## config.mk

```make
export PLATFORM = sky130hd
export DESIGN_NAME = seq_divider_n_bit
export DESIGN_NICKNAME = d
export VERILOG_FILES = /design/src/rtl/div_pkg.sv /design/src/rtl/rca_nbit.sv /design/src/rtl/seq_divider_n_bit.sv
export SDC_FILE = /design/constraint.sdc
export NUM_CORES = 1
export LEC_CHECK = 0
export ABC_AREA = 1
export CAP_MARGIN = 20
export CORE_MARGIN = 4
export CORE_UTILIZATION = 45
export CTS_BUF_LIST = sky130_fd_sc_hd__clkbuf_16
export CTS_CLUSTER_DIAMETER = 120
export DETAILED_ROUTE_END_ITERATION = 8
export GPL_TIMING_DRIVEN = 0
export PLACE_DENSITY_LB_ADDON = 0.2
export SLEW_MARGIN = 25
export SYNTH_ARGS = -nofsm -noshare
export SYNTH_HDL_FRONTEND = slang
export SYNTH_SLANG_ARGS = --single-unit
export TNS_END_PERCENT = 30
```

## constraint.sdc

```tcl
create_clock -name clk -period 2 [get_ports clk]
set_input_delay 0.4 -clock clk [delete_from_list [all_inputs] [get_ports clk]]
set_output_delay 0.4 -clock clk [all_outputs]
set_load 0.005 [all_outputs]
```

## src/rtl/div_pkg.sv

```systemverilog
// div_pkg: FSM state type and counter sizing shared by the sequential divider.
package div_pkg;

    typedef enum logic [1:0] {IDLE, RUN, DONE} state_t;

    function automatic int cnt_w(input int n);
        return $clog2(n + 1);
    endfunction

endpackage

```

## src/rtl/rca_nbit.sv

```systemverilog
// rca_nbit: W-bit ripple-carry adder; the carry out of the top bit is not produced.
module rca_nbit #(
    parameter int W = 5
) (
    input  logic [W-1:0] a,
    input  logic [W-1:0] b,
    input  logic         cin,
    output logic [W-1:0] sum
);
    logic [W-1:0] c;

    assign c[0] = cin;

    for (genvar g = 0; g < W; g++) begin : g_fa
        assign sum[g] = a[g] ^ b[g] ^ c[g];
        if (g < W - 1) begin : g_c
            assign c[g+1] = (a[g] & b[g]) | (c[g] & (a[g] ^ b[g]));
        end
    end

endmodule

```

## src/rtl/seq_divider_n_bit.sv

```systemverilog
// seq_divider_n_bit: n-cycle unsigned restoring divider.
// Define DIV_ZERO_DETECT_EN to short-circuit y=0 straight to DONE with div_by_zero set.
module seq_divider_n_bit
    import div_pkg::*;
#(
    parameter int n = 4
) (
    input  logic         clk,
    input  logic         rst_n,
    input  logic         start,
    input  logic [n-1:0] x,
    input  logic [n-1:0] y,
    output logic         busy,
    output logic         done,
    output logic [n-1:0] q,
    output logic [n-1:0] r,
    output logic         div_by_zero
);
    localparam int CW = cnt_w(n);
    localparam logic [CW-1:0] LAST = CW'(n - 1);
`ifdef DIV_ZERO_DETECT_EN
    localparam logic ZERO_DETECT = 1'b1;
`else
    localparam logic ZERO_DETECT = 1'b0;
`endif

    state_t        state_q, state_d;
    logic [CW-1:0] cnt_q, cnt_d;
    logic [n-1:0]  rem_q, rem_d, dvd_q, dvd_d, dvs_q, dvs_d;
    logic [n-1:0]  q_q, q_d, r_q, r_d;
    logic          dz_q, dz_d, busy_q, busy_d, done_q, done_d;
    logic [n:0]    shifted, diff;
    logic          nonneg;

    assign shifted = {rem_q, dvd_q[n-1]};

    rca_nbit #(.W(n + 1)) u_sub (
        .a  (shifted),
        .b  (~{1'b0, dvs_q}),
        .cin(1'b1),
        .sum(diff)
    );

    // remainder stays below the divisor, so the (n+1)-bit difference fits as signed
    assign nonneg = ~diff[n];

    always_comb begin
        state_d = state_q;
        cnt_d   = cnt_q;
        rem_d   = rem_q;
        dvd_d   = dvd_q;
        dvs_d   = dvs_q;
        q_d     = q_q;
        r_d     = r_q;
        dz_d    = dz_q;
        case (state_q)
            IDLE: if (start) begin
                dvd_d   = x;
                dvs_d   = y;
                rem_d   = '0;
                cnt_d   = '0;
                state_d = RUN;
                if (ZERO_DETECT && y == '0) begin
                    state_d = DONE;
                    q_d     = '1;
                    r_d     = x;
                    dz_d    = 1'b1;
                end
            end
            RUN: begin
                rem_d = nonneg ? diff[n-1:0] : shifted[n-1:0];
                dvd_d = {dvd_q[n-2:0], nonneg};
                cnt_d = cnt_q + 1'b1;
                if (cnt_q == LAST) begin
                    state_d = DONE;
                    q_d     = dvd_d;
                    r_d     = rem_d;
                    dz_d    = 1'b0;
                end
            end
            default: state_d = IDLE;
        endcase
        busy_d = state_d == RUN;
        done_d = state_d == DONE;
    end

    always_ff @(posedge clk or negedge rst_n) begin
        if (!rst_n) begin
            state_q <= IDLE;
            cnt_q   <= '0;
            rem_q   <= '0;
            dvd_q   <= '0;
            dvs_q   <= '0;
            q_q     <= '0;
            r_q     <= '0;
            dz_q    <= 1'b0;
            busy_q  <= 1'b0;
            done_q  <= 1'b0;
        end else begin
            state_q <= state_d;
            cnt_q   <= cnt_d;
            rem_q   <= rem_d;
            dvd_q   <= dvd_d;
            dvs_q   <= dvs_d;
            q_q     <= q_d;
            r_q     <= r_d;
            dz_q    <= dz_d;
            busy_q  <= busy_d;
            done_q  <= done_d;
        end
    end

    assign busy        = busy_q;
    assign done        = done_q;
    assign q           = q_q;
    assign r           = r_q;
    assign div_by_zero = dz_q;

endmodule

```

After elaboration in Yosys (flattened, before gate mapping)
Index checks and enable logic that the tools add are counted.

Word-level logic and storage cells: 53. Output and inout port bits: 11. Bits in registers: 27.

Muxes and demuxes: 10. Reductions and logical operators: 5. Add/sub/neg operators: 1. Equality and inequality tests: 5. Bitwise operators: 23.

Operator list (number): case mux 4 bit (2 select lines) (2); 2-to-1 mux 4 bit (3); bitwise XOR 1 bit (9); bitwise AND 1 bit (7); case mux 3 bit (2 select lines) (1); AND reduction 2 bit (3); inverter 4 -> 5 bit (1); equality test 2 x 1 -> 1 bit, second input constant (2); 2-to-1 mux 2 bit (2); OR 1 bit (4); case mux 2 bit (2 select lines) (1); adder 3 x 1 -> 3 bit, second input constant (1); equality test 3 x 2 -> 1 bit, second input constant (1); 2-to-1 mux 3 bit (1); equality test 2 bit, second input constant (1); zero test 2 bit (1); inequality test 2 bit, second input constant (1); inverter 1 bit (2); nonzero test 2 bit (1).

Longest topological paths before layout
Gate-level depths: netlist of the first run.

Word-level depth: 12. Depth in mapped cells: 11. Gate-level depth less buffers: 11.

Modules after synthesis
A second synthesis of the first run with hierarchy kept.

Cells, all modules: 160. Area total of the unflattened synthesis: 1347.5 µm².

Modules (own cells, without submodules): seq_divider_n_bit (area an instance 1211.2 µm², times used 1, seq. area each 675.6 µm², cells an instance 142); rca_nbit (area an instance 136.4 µm², times used 1, seq. area each 0.0 µm², cells an instance 18).

Least setup slack after synthesis of the first run
OpenSTA, ideal clock, no wires.

Path kind: flip-flop to flip-flop. Start point: register dvd_q[3]. End point: register rem_q[1]. Cell stages (with the launch flop): 11. Setup slack: -0.198 ns. Arrival: 2.081 ns. Path buffers: 0. Required time: 1.883 ns. Cells stage by stage: dfrtp_1 > inv_1 > ha_1 > inv_1 > fa_1 > fa_1 > fa_1 > nand2_1 > nand3b_1 > nand3_1 > nand2_1.

Longest elaborated chain between the ends: 11. Elaborated cells on any way between the ends: 13.

Ends and longest elaborated chain: start, declared (RTL line seq_divider_n_bit.sv:29) `logic [n-1:0] rem_q, rem_d, dvd_q, dvd_d, dvs_q, dvs_d;`; start signal, assigned (RTL line seq_divider_n_bit.sv:103) `dvd_q <= dvd_d;`; bitwise AND 1 bit or bitwise XOR 1 bit (tied branches) (RTL line rca_nbit.sv:17) `assign c[g+1] = (a[g] & b[g]) | (c[g] & (a[g] ^ b[g]));`; OR 1 bit * (RTL line rca_nbit.sv:17); bitwise AND 1 bit (RTL line rca_nbit.sv:17); OR 1 bit (RTL line rca_nbit.sv:17); bitwise AND 1 bit (RTL line rca_nbit.sv:17); OR 1 bit (RTL line rca_nbit.sv:17); bitwise AND 1 bit (RTL line rca_nbit.sv:17); OR 1 bit (RTL line rca_nbit.sv:17); bitwise XOR 1 bit (RTL line rca_nbit.sv:15) `assign sum[g] = a[g] ^ b[g] ^ c[g];`; 2-to-1 mux 4 bit * (RTL line seq_divider_n_bit.sv:71) `rem_d = nonneg ? diff[n-1:0] : shifted[n-1:0];`; case mux 4 bit (2 select lines) * (RTL line seq_divider_n_bit.sv:56) `case (state_q)`; end signal, assigned (RTL line seq_divider_n_bit.sv:102) `rem_q <= rem_d;`; end, declared (RTL line seq_divider_n_bit.sv:29).

Every way passes the cells marked *; elsewhere a longest branch is shown, timed or not. A chain may end at the register's enable or synchronous reset.

Worst setup path after layout of the first run
Start point: register dvd_q[3]. End point: register r_q[3] (netlist: r[3]).

Longest elaborated chain between the ends: 10. Elaborated cells on any way between the ends: 12.

Ends and longest elaborated chain: bitwise AND 1 bit or bitwise XOR 1 bit (tied branches) (RTL line rca_nbit.sv:17); OR 1 bit * (RTL line rca_nbit.sv:17); bitwise AND 1 bit * (RTL line rca_nbit.sv:17); OR 1 bit * (RTL line rca_nbit.sv:17); bitwise AND 1 bit * (RTL line rca_nbit.sv:17); OR 1 bit * (RTL line rca_nbit.sv:17); bitwise AND 1 bit (RTL line rca_nbit.sv:17); OR 1 bit (RTL line rca_nbit.sv:17); bitwise XOR 1 bit (RTL line rca_nbit.sv:15); 2-to-1 mux 4 bit * (RTL line seq_divider_n_bit.sv:71); end signal, assigned (RTL line seq_divider_n_bit.sv:106) `r_q <= r_d;`; end, declared (RTL line seq_divider_n_bit.sv:30) `logic [n-1:0] q_q, q_d, r_q, r_d;`.

Marks and branches as above.

==> results.cfg, run 1 <==
[clock_tree]
clock_latency_ns = 0.27
clock_path_buffers = 2
cts_tree = done
clkTransAtPathRegs_ns = 0.07
cts_htree_levels = 1
cts_made_buffers = 3
clockRootBuffer = clkbuf_16
numClockSinks = 27

[timing]
grt_setup_unrepaired = true
relSlewSlack = 0.6040
slew_viol_final = 0
finalCritPeriodShare = 1.145
timing.hold.ws_ns = 0.1306
worst_slew_pin_slew_ns = 0.5940
min_period_ns = 2.291
fmax_mhz = 436.5
finClkSkew_ns = 0.006797
setup_viol = 10
hold_viol_final = 0
setup_slack_ns = -0.2910

[layout]
layoutNonFillerInstCount = 201
utilization = 0.6112
fill_cells = 238
area_growth_pct = 30.52
finalNetCount = 188
final_layout_size_suffix_gt1_frac = 0.2176
antennaDiodeCount = 0

[synth]
synth_area_per_cell_um2 = 8.905
syn_inst = 145
synth_simple_gate_area_share = 0.2471
synth_top_family_by_area = simple AND/OR/NAND/NOR gates
yosys.cell_types.count = 21
synthAdderAreaFrac = 0.07558
yosys.area.top_type = dfrtp_1
synth_top_area_frac = 0.5233
synth-warning-count = 0
ys_ff_latch = 27
netlist_area_mm2 = 0.001291
syn_nets = 162
synth_area_leaders = dfrtp_1 (52%), nand2_1 (13%), inv_1 (5.5%)
seq_area_frac_synth = 0.5233
synthMuxAreaShare = 0
synth-compound-area-share = 0.06783
synth-xor-area-share = 0

[worst_setup_path]
crit_required_ns = 2.20
cp.arrival_ns = 2.49
critPathKind = flop to flop
end_kind = flop
critPathMaxStageDelay_ns = 0.42
cp_max_fo = 5
cp-start-kind = flop
timing.critical_path.max_delay_family = adder cells
critPathBufInv = 3
cpMaxStageDelayCell = fa_2
crit_path_cell_trace = inv_2 -> ha_4 -> inv_2 -> fa_2 -> fa_2 -> fa_2 -> inv_2 -> nand2_4 -> nand3b_1 -> nand3_1 -> nand2_1

[place]
dp_hpwl_mm = 1.790
dp_cells = 196
gp_congestion = 0.8450
port_buffers = 20

[die]
design.core.area_mm2 = 0.002758
dieHeight_um = 61.57
initial_utilization = 0.4682
io-pin-count = 22
die_x_um = 61.57
die-area_mm2 = 0.003790
rows = 19

[global_routing]
track_usage = 0.1440
antenna_found_initial = 0
grt_max_degree = 28
grt_pass1_wl_mm = 3.981
grt_pass1_vias = 961
grt-ovfl-total = 0

[drt]
drc_errors = 0
wl_mm = 2.430
drt_iter0_markers = 36
vias = 982
vias_per_cell = 4.886
drtAntennaViolNets = 0
first_pass_iters = 4
wl_per_cell_um = 12.09

[power]
peakVddDrop_mv = 1.055
power_w = 0.002877
pwr_density_cell_mw_per_mm2 = 1707
power.leakage_nw = 0.8306

[outcome]
status = finished, violations left
violations = setup timing

[min_path]
hold_class = primary input to asynchronous set/reset pin

[job]
max_cap_viol_count = 0
## cell usage in the layout (no fill, tap or decap), types with 3 or more instances in the layout
| cell type | instances |
|---|---|
| nand2_1 | 40 |
| dfrtp_1 | 27 |
| clkdlybuf4s50_1 | 19 |
| inv_1 | 16 |
| o21ai_0 | 8 |
| nand3_1 | 8 |
| nand3_2 | 7 |
| inv_2 | 5 |
| nand2_2 | 5 |
| nor2_1 | 4 |
| buf_2 | 3 |
| a21oi_1 | 3 |
| o21ai_2 | 3 |
| nand3b_1 | 3 |
| fa_2 | 3 |
| clkbuf_16 | 3 |
## final timing paths
kind | cells after the start | slack, ns | end | startpoint
setup / recovery | 11 | -0.29 | r[3]$_DFFE_PN0P_ | dvd_q[3]$_DFFE_PN0P_
hold / removal | 1 | 0.13 | q[2]$_DFFE_PN0P_ | rst_n
setup reg to reg | 11 | -0.29 | r[3]$_DFFE_PN0P_ | dvd_q[3]$_DFFE_PN0P_
hold reg to reg | 2 | 0.48 | r[1]$_DFFE_PN0P_ | r[1]$_DFFE_PN0P_
max in group asynchronous | 1 | 1.47 | r[3]$_DFFE_PN0P_ | rst_n
min in group clk | 2 | 0.48 | r[1]$_DFFE_PN0P_ | r[1]$_DFFE_PN0P_
## registers in the layout, indices dropped and copies added (netlist names)
register and count:
busy 1, cnt_q 3, done 1, dvd_q 4, dvs_q 4, q 4, r 4, rem_q 4
state_q 2
## timing repair
item	in CTS	in global routing
resized for setup	0	13
pin swaps	0	7
endpoints found under the setup margin	10	10
setup buffers	0	1
hold buffers	0	0
## routing by layer
metal | part of all wire | vias to the layer above | track usage | wire length [um]
li1 | - | 499 | - | -
met4 | 0.020 | 0 | 0.07576 | 48
met5 | 0 | - | 0 | 0
met1 | 0.46 | 458 | 0.1766 | 1114
met2 | 0.48 | 20 | 0.2407 | 1168
met3 | 0.040 | 5 | 0.02516 | 98
## per-stage QoR
| step | TNS [ns] | worst slack (ns) | cell area (um^2) |
|---|---|---|---|
| after global routing | -3.453 | -0.3913 | 1685 |
| final | -2.494 | -0.2910 | 1685 |
| after global placement | -1.828 | -0.1999 | 1545 |
| after floorplan | -0.8623 | -0.1035 | 1306 |
| after detailed placement | -1.966 | -0.2216 | 1540 |
| after CTS | -2.209 | -0.2421 | 1623 |
## power breakdown
group / internal [W] / switching, W
registers: 0.000799 / 0.000151
logic: 0.000642 / 0.000820
clock network: 0.000272 / 0.000193
## synth_stat cells (all sizes together)
library cell and n:
inv 21, nor2 5, conb 1, a21oi 3
o22ai 1, nand2 47, fa 3, nand3b 3
buf 4, nand3 15, ha 3, nand4 1
dfrtp 27, o21ai 11
## kinds of logic after synthesis
logic type               after synthesis
other                                  1
AO/OA/AOI/OAI                         15
flip-flops                            27
adder cells (fa/ha/maj)                6
AND/OR/NAND/NOR                       71
buffers and inverters                 25
## layout make-up
type,instances,area [um^2],share of cell area
flip-flops and latches,27,675.6,0.4009
clock inverters,1,7.507,0.004454
repair buffers,21,202.7,0.1203
well taps,31,38.79,0.02301
clock buffers,3,75.07,0.04454
plain buffers,4,28.78,0.01707
multi-input cells,93,578.1,0.3430
inverters,21,78.83,0.04677
Power figures use the tool's default switching activity.
==> run 2: changes to the inputs <==
==> constraint.sdc (replaced) <==
create_clock -name clk -period 2.2 [get_ports clk]
set_input_delay 0.44 -clock clk [delete_from_list [all_inputs] [get_ports clk]]
set_output_delay 0.44 -clock clk [all_outputs]
set_load 0.005 [all_outputs]
==> results.cfg, run 2 (synthesized netlist as in run 1, its figures left out) <==
[job]
max_cap_viol_count = 0

[clock_tree]
cts_made_buffers = 3
clock_latency_ns = 0.26
clock_path_buffers = 2
numClockSinks = 27
cts_tree = done
clkTransAtPathRegs_ns = 0.07
clockRootBuffer = clkbuf_16
cts_htree_levels = 1
ctsHoldBuffers = 0

[layout]
finalNetCount = 201
fill_cells = 232
final_layout_size_suffix_gt1_frac = 0.2568
final_cell_mix = nand2_1 (39), dfrtp_1 (27), clkdlybuf4s50_1 (19), inv_1 (16), buf_4 (15)
area_growth_pct = 36.14
final_area_mm2 = 0.001758
final_common_cell = nand2_1
antennaDiodeCount = 0

[timing]
min_period_ns = 2.318
setup_slack_ns = -0.1180
worst_slew_pin_slew_ns = 0.5864
final.setup.tns_ns = -0.7433
setup_viol = 10
hold_viol_final = 0
finalCritPeriodShare = 1.054
grt_setup_unrepaired = true
finClkSkew_ns = 0.003427
fmax_mhz = 431.4
slew_viol_final = 0
relSlewSlack = 0.6091

[worst_setup_path]
cp_max_fo = 5
cp-start-kind = flop
end_kind = flop
cpMostUsedCell = fa_2
cpMaxStageDelayCell = dfrtp_1
timing.critical_path.max_delay_family = adder cells
cp.arrival_ns = 2.47
regToRegStartpoint = dvd_q[3]$_DFFE_PN0P_
critPathMaxStageDelay_ns = 0.40
crit_path_cell_trace = inv_2 -> ha_4 -> inv_2 -> fa_2 -> fa_2 -> fa_2 -> nand2_2 -> nand3b_1 -> nand3_1 -> nand2_1
critPathKind = flop to flop
critPathBufInv = 2
crit_required_ns = 2.35
critPathLaunch = dvd_q[3]$_DFFE_PN0P_

[min_path]
hold_class = primary input to asynchronous set/reset pin

[power]
peakVddDrop_mv = 0.9772
p_clk_frac = 0.151
power_w = 0.002768
p_seq_frac = 0.314
pwr_density_cell_mw_per_mm2 = 1574
power.leakage_nw = 0.8857
p_sw_frac = 0.3962
p_int_w = 0.001671
p_switching_w = 0.001097
power_frac_comb = 0.536

[drt]
drt_iter0_markers = 55
wl_met3_um = 147
drc_errors = 0
routed.top_layer = met4
met2_length_mm = 1.419
vias = 1055
first_pass_iters = 4
drtAntennaViolNets = 0
drt-met1-wl_mm = 1.177
wl_mm = 2.785
vias_per_cell = 4.930
wl_per_cell_um = 13.01

[global_routing]
grt_max_degree = 28
track_usage = 0.1733
grt-ovfl-total = 0
antenna_found_initial = 0
grt_pass1_wl_mm = 4.719
grt_pass1_vias = 1060

[die]
die-area_mm2 = 0.003790
initial_utilization = 0.4682
io-pin-count = 22
dieHeight_um = 61.57
die_x_um = 61.57
rows = 19
design.core.area_mm2 = 0.002758

[place]
placed_area_mm2 = 0.001525
place_ws_ns = -0.1835
gp_congestion = 0.8586
port_buffers = 20
dp_hpwl_mm = 1.756

[outcome]
status = finished, violations left
violations = setup timing
==> run 2: cell types whose count changed in the layout (fill, tap and decap cells not counted) <==
cell        change
clkinv_2        +1
buf_4          +13
nand2_2         +2
clkinvlp_4      -1
nand3_2         -4
nand2_4         -1
nand3_1         +4
nand2_1         -1
==> run 2: routing by layer <==
layer,up-vias,GRT usage
met5,-,0
met4,0,0.07273
met3,5,0.04403
met2,32,0.2870
met1,493,0.2140
li1,525,-
==> run 2: power groups by stage <==
stage | logic [W] | registers [W] | clock network (W)
5_1_grt | 0.00168 | 0.000897 | 0.000448
2_1_floorplan | 0.000791 | 0.000848 | 0
3_3_place_gp | 0.00113 | 0.000848 | 0
4_1_cts | 0.00141 | 0.000861 | 0.000423
3_5_place_dp | 0.00116 | 0.000858 | 0
6_report | 0.00148 | 0.000868 | 0.000417
==> run 2: stage by stage <==
step	std cells	hold WS, ns	utilization
after global routing	214	0.2241	0.6375
after CTS	213	0.1992	0.6320
final	214	0.1756	0.6375
after global placement	196	0.4558	0.5549
after detailed placement	196	0.4653	0.5531
after floorplan	145	0.1444	-
==> run 2: what timing repair did <==
action / 4_1_cts / 5_1_grt
resized for setup: 14 / 2
pin swaps: 6 / 3
buffers inserted: 13 / 1
setup endpoints to repair: 10 / 10
==> run 2: layout make-up <==
| cell class | count | area, um^2 | area share |
|---|---|---|---|
| flip-flops and latches | 27 | 675.6 | 0.3843 |
| multi-input cells | 93 | 555.5 | 0.3160 |
| repair buffers | 34 | 300.3 | 0.1708 |
| inverters | 21 | 78.83 | 0.04484 |
| clock buffers | 3 | 75.07 | 0.04270 |
| well taps | 31 | 38.79 | 0.02206 |
| plain buffers | 4 | 28.78 | 0.01637 |
| clock inverters | 1 | 5.005 | 0.002847 |
==> run 2: path summary, 6_finish.rpt <==
kind	endpoint	slack (ns)	depth (start not counted)
setup / recovery	rem_q[1]$_DFFE_PN0P_	-0.12	10
hold / removal	q[2]$_DFFE_PN0P_	0.18	1
setup reg to reg	rem_q[1]$_DFFE_PN0P_	-0.12	10
hold reg to reg	cnt_q[1]$_DFFE_PN0P_	0.48	2
max in group asynchronous	dvs_q[0]$_DFFE_PN0P_	1.64	1
min in group clk	cnt_q[1]$_DFFE_PN0P_	0.48	2
==> run 3: changes to the inputs <==
--- a/config.mk
+++ b/config.mk
@@ -7,7 +7,8 @@
 export LEC_CHECK = 0
 export ABC_AREA = 1
 export CAP_MARGIN = 20
-export CORE_MARGIN = 4
+export CORE_ASPECT_RATIO = 1.5
+export CORE_MARGIN = 2
 export CORE_UTILIZATION = 45
 export CTS_BUF_LIST = sky130_fd_sc_hd__clkbuf_16
 export CTS_CLUSTER_DIAMETER = 120
==> results.cfg, run 3 (synthesized netlist as in run 1, its figures left out) <==
[outcome]
status = finished, violations left
violations = setup timing

[timing]
timing.hold.ws_ns = 0.1903
grt_setup_unrepaired = true
finalCritPeriodShare = 1.013
slew_viol_final = 0
fmax_mhz = 448.7
setup_viol = 8
setup_slack_ns = -0.02884
min_period_ns = 2.229
relSlewSlack = 0.5907
finClkSkew_ns = 0.003949
worst_slew_pin_slew_ns = 0.6139
hold_viol_final = 0

[layout]
utilization = 0.6207
multi_input_area_um2 = 553.0
area_growth_pct = 30.04
fill_cells = 258
final_area_mm2 = 0.001679
final_common_cell = nand2_1
final_layout_size_suffix_gt1_frac = 0.1977
regArea_um2 = 675.6
antennaDiodeCount = 0
layoutNonFillerInstCount = 209
finalNetCount = 190
final_cell_mix = nand2_1 (40), dfrtp_1 (27), clkdlybuf4s50_1 (19), inv_1 (17), nand3_1 (12)

[worst_setup_path]
cpMaxStageDelayCell = fa_2
crit_required_ns = 2.40
end_kind = flop
cp_max_fo = 4
cp-start-kind = flop
cp.arrival_ns = 2.43
crit_path_cell_trace = inv_2 -> ha_4 -> inv_2 -> fa_2 -> fa_2 -> fa_2 -> inv_2 -> nand2_2 -> nand3_1 -> nand3_1 -> nand2_1
critPathMaxStageDelay_ns = 0.39
critPathKind = flop to flop

[min_path]
hold_class = primary input to asynchronous set/reset pin

[place]
dp_cells = 202
dp_hpwl_mm = 1.944
gp_congestion = 0.8525
port_buffers = 20
placed_area_mm2 = 0.001533
place_ws_ns = -0.2115

[global_routing]
grt_max_degree = 28
grt_pass1_vias = 1029
antenna_found_initial = 0
track_usage = 0.1919
grt-ovfl-total = 0
grt_pass1_wl_mm = 4.664

[clock_tree]
cts_tree = done
clkTransAtPathRegs_ns = 0.06
numClockSinks = 27
clock_path_buffers = 2
clockRootBuffer = clkbuf_16
clock_latency_ns = 0.26
cts_made_buffers = 3
cts_htree_levels = 1

[job]
max_cap_viol_count = 0

[drt]
first_pass_iters = 4
wl_per_cell_um = 12.80
vias = 1003
drc_errors = 0
drtAntennaViolNets = 0
vias_per_cell = 4.799
drt_iter0_markers = 9
wl_mm = 2.675

[die]
dieHeight_um = 69.61
die-area_mm2 = 0.003323
rows = 23
io-pin-count = 22
initial_utilization = 0.4773
die_x_um = 47.74
design.core.area_mm2 = 0.002705

[power]
pwr_density_cell_mw_per_mm2 = 1551
peakVddDrop_mv = 0.8007
power.leakage_nw = 0.8353
[run 3: changes by cell type in the layout (fill, tap and decap cells not counted)]
cell	delta
buf_4	-11
clkinv_2	-1
nand2_1	+1
nand2_2	-1
inv_1	+1
[run 3: worst max-delay path, delay by kind of cell, from the launching register on]
kind,cells,cell delay (ns)
buf+inv,3,0.23
fa+ha+maj,4,1.21
flops,1,0.38
simple gates,4,0.35
[run 3: path summary, 6_finish.rpt]
check                                           from  cells after the start  slack [ns]              endpoint
worst max-delay path            dvd_q[3]$_DFFE_PN0P_                     11       -0.03      r[3]$_DFFE_PN0P_
worst min-delay path                           rst_n                      1        0.19      r[3]$_DFFE_PN0P_
worst max register to register  dvd_q[3]$_DFFE_PN0P_                     11       -0.03      r[3]$_DFFE_PN0P_
worst min register to register      q[0]$_DFFE_PN0P_                      2        0.48      q[0]$_DFFE_PN0P_
max in group asynchronous                      rst_n                      1        1.61  dvs_q[1]$_DFFE_PN0P_
min in group clk                    q[0]$_DFFE_PN0P_                      2        0.48      q[0]$_DFFE_PN0P_
[run 3: final cells by class]
cell class                      instances  share of cell area
Sequential cell                        27              0.4024
Clock inverter                          1            0.002235
Inverter                               21             0.04694
Buffer                                  4             0.01714
Timing Repair Buffer                   23              0.1297
Tap cell                               37             0.02757
Clock buffer                            3             0.04471
Multi-Input combinational cell         93              0.3294
[run 3: what timing repair did]
| action | 4_1_cts | 5_1_grt |
|---|---|---|
| hold endpoints to repair | 0 | 0 |
| setup buffers | 2 | 1 |
| pin swaps | 2 | 3 |
| resized for setup | 15 | 0 |
| hold buffers | 0 | 0 |
| endpoints found under the setup margin | 10 | 10 |
[run 3: metal layers]
layer | GRT usage | up-vias | wire (um)
li1 | - | 505 | -
met5 | 0 | - | 0
met2 | 0.3141 | 10 | 1527
met3 | 0.02344 | 2 | 51
met1 | 0.2479 | 486 | 1077
met4 | 0.06907 | 0 | 18
[run 3: metrics by stage]
step	TNS (ns)	total power, W
6_report	-0.1115	0.002604
5_1_grt	-0.8225	0.002853
4_1_cts	-0.3503	0.002589
3_5_place_dp	-1.880	0.002050
3_3_place_gp	-1.414	0.001999
2_1_floorplan	0	0.001640
[run 3: power breakdown]
| group | leakage (nW) | internal [W] | switching (W) |
|---|---|---|---|
| sequential | 0.333 | 0.000727 | 0.000145 |
| combinational | 0.460 | 0.000594 | 0.000737 |
| clock | 0.0423 | 0.000243 | 0.000157 |
| total | 0.835 | 0.00156 | 0.00104 |
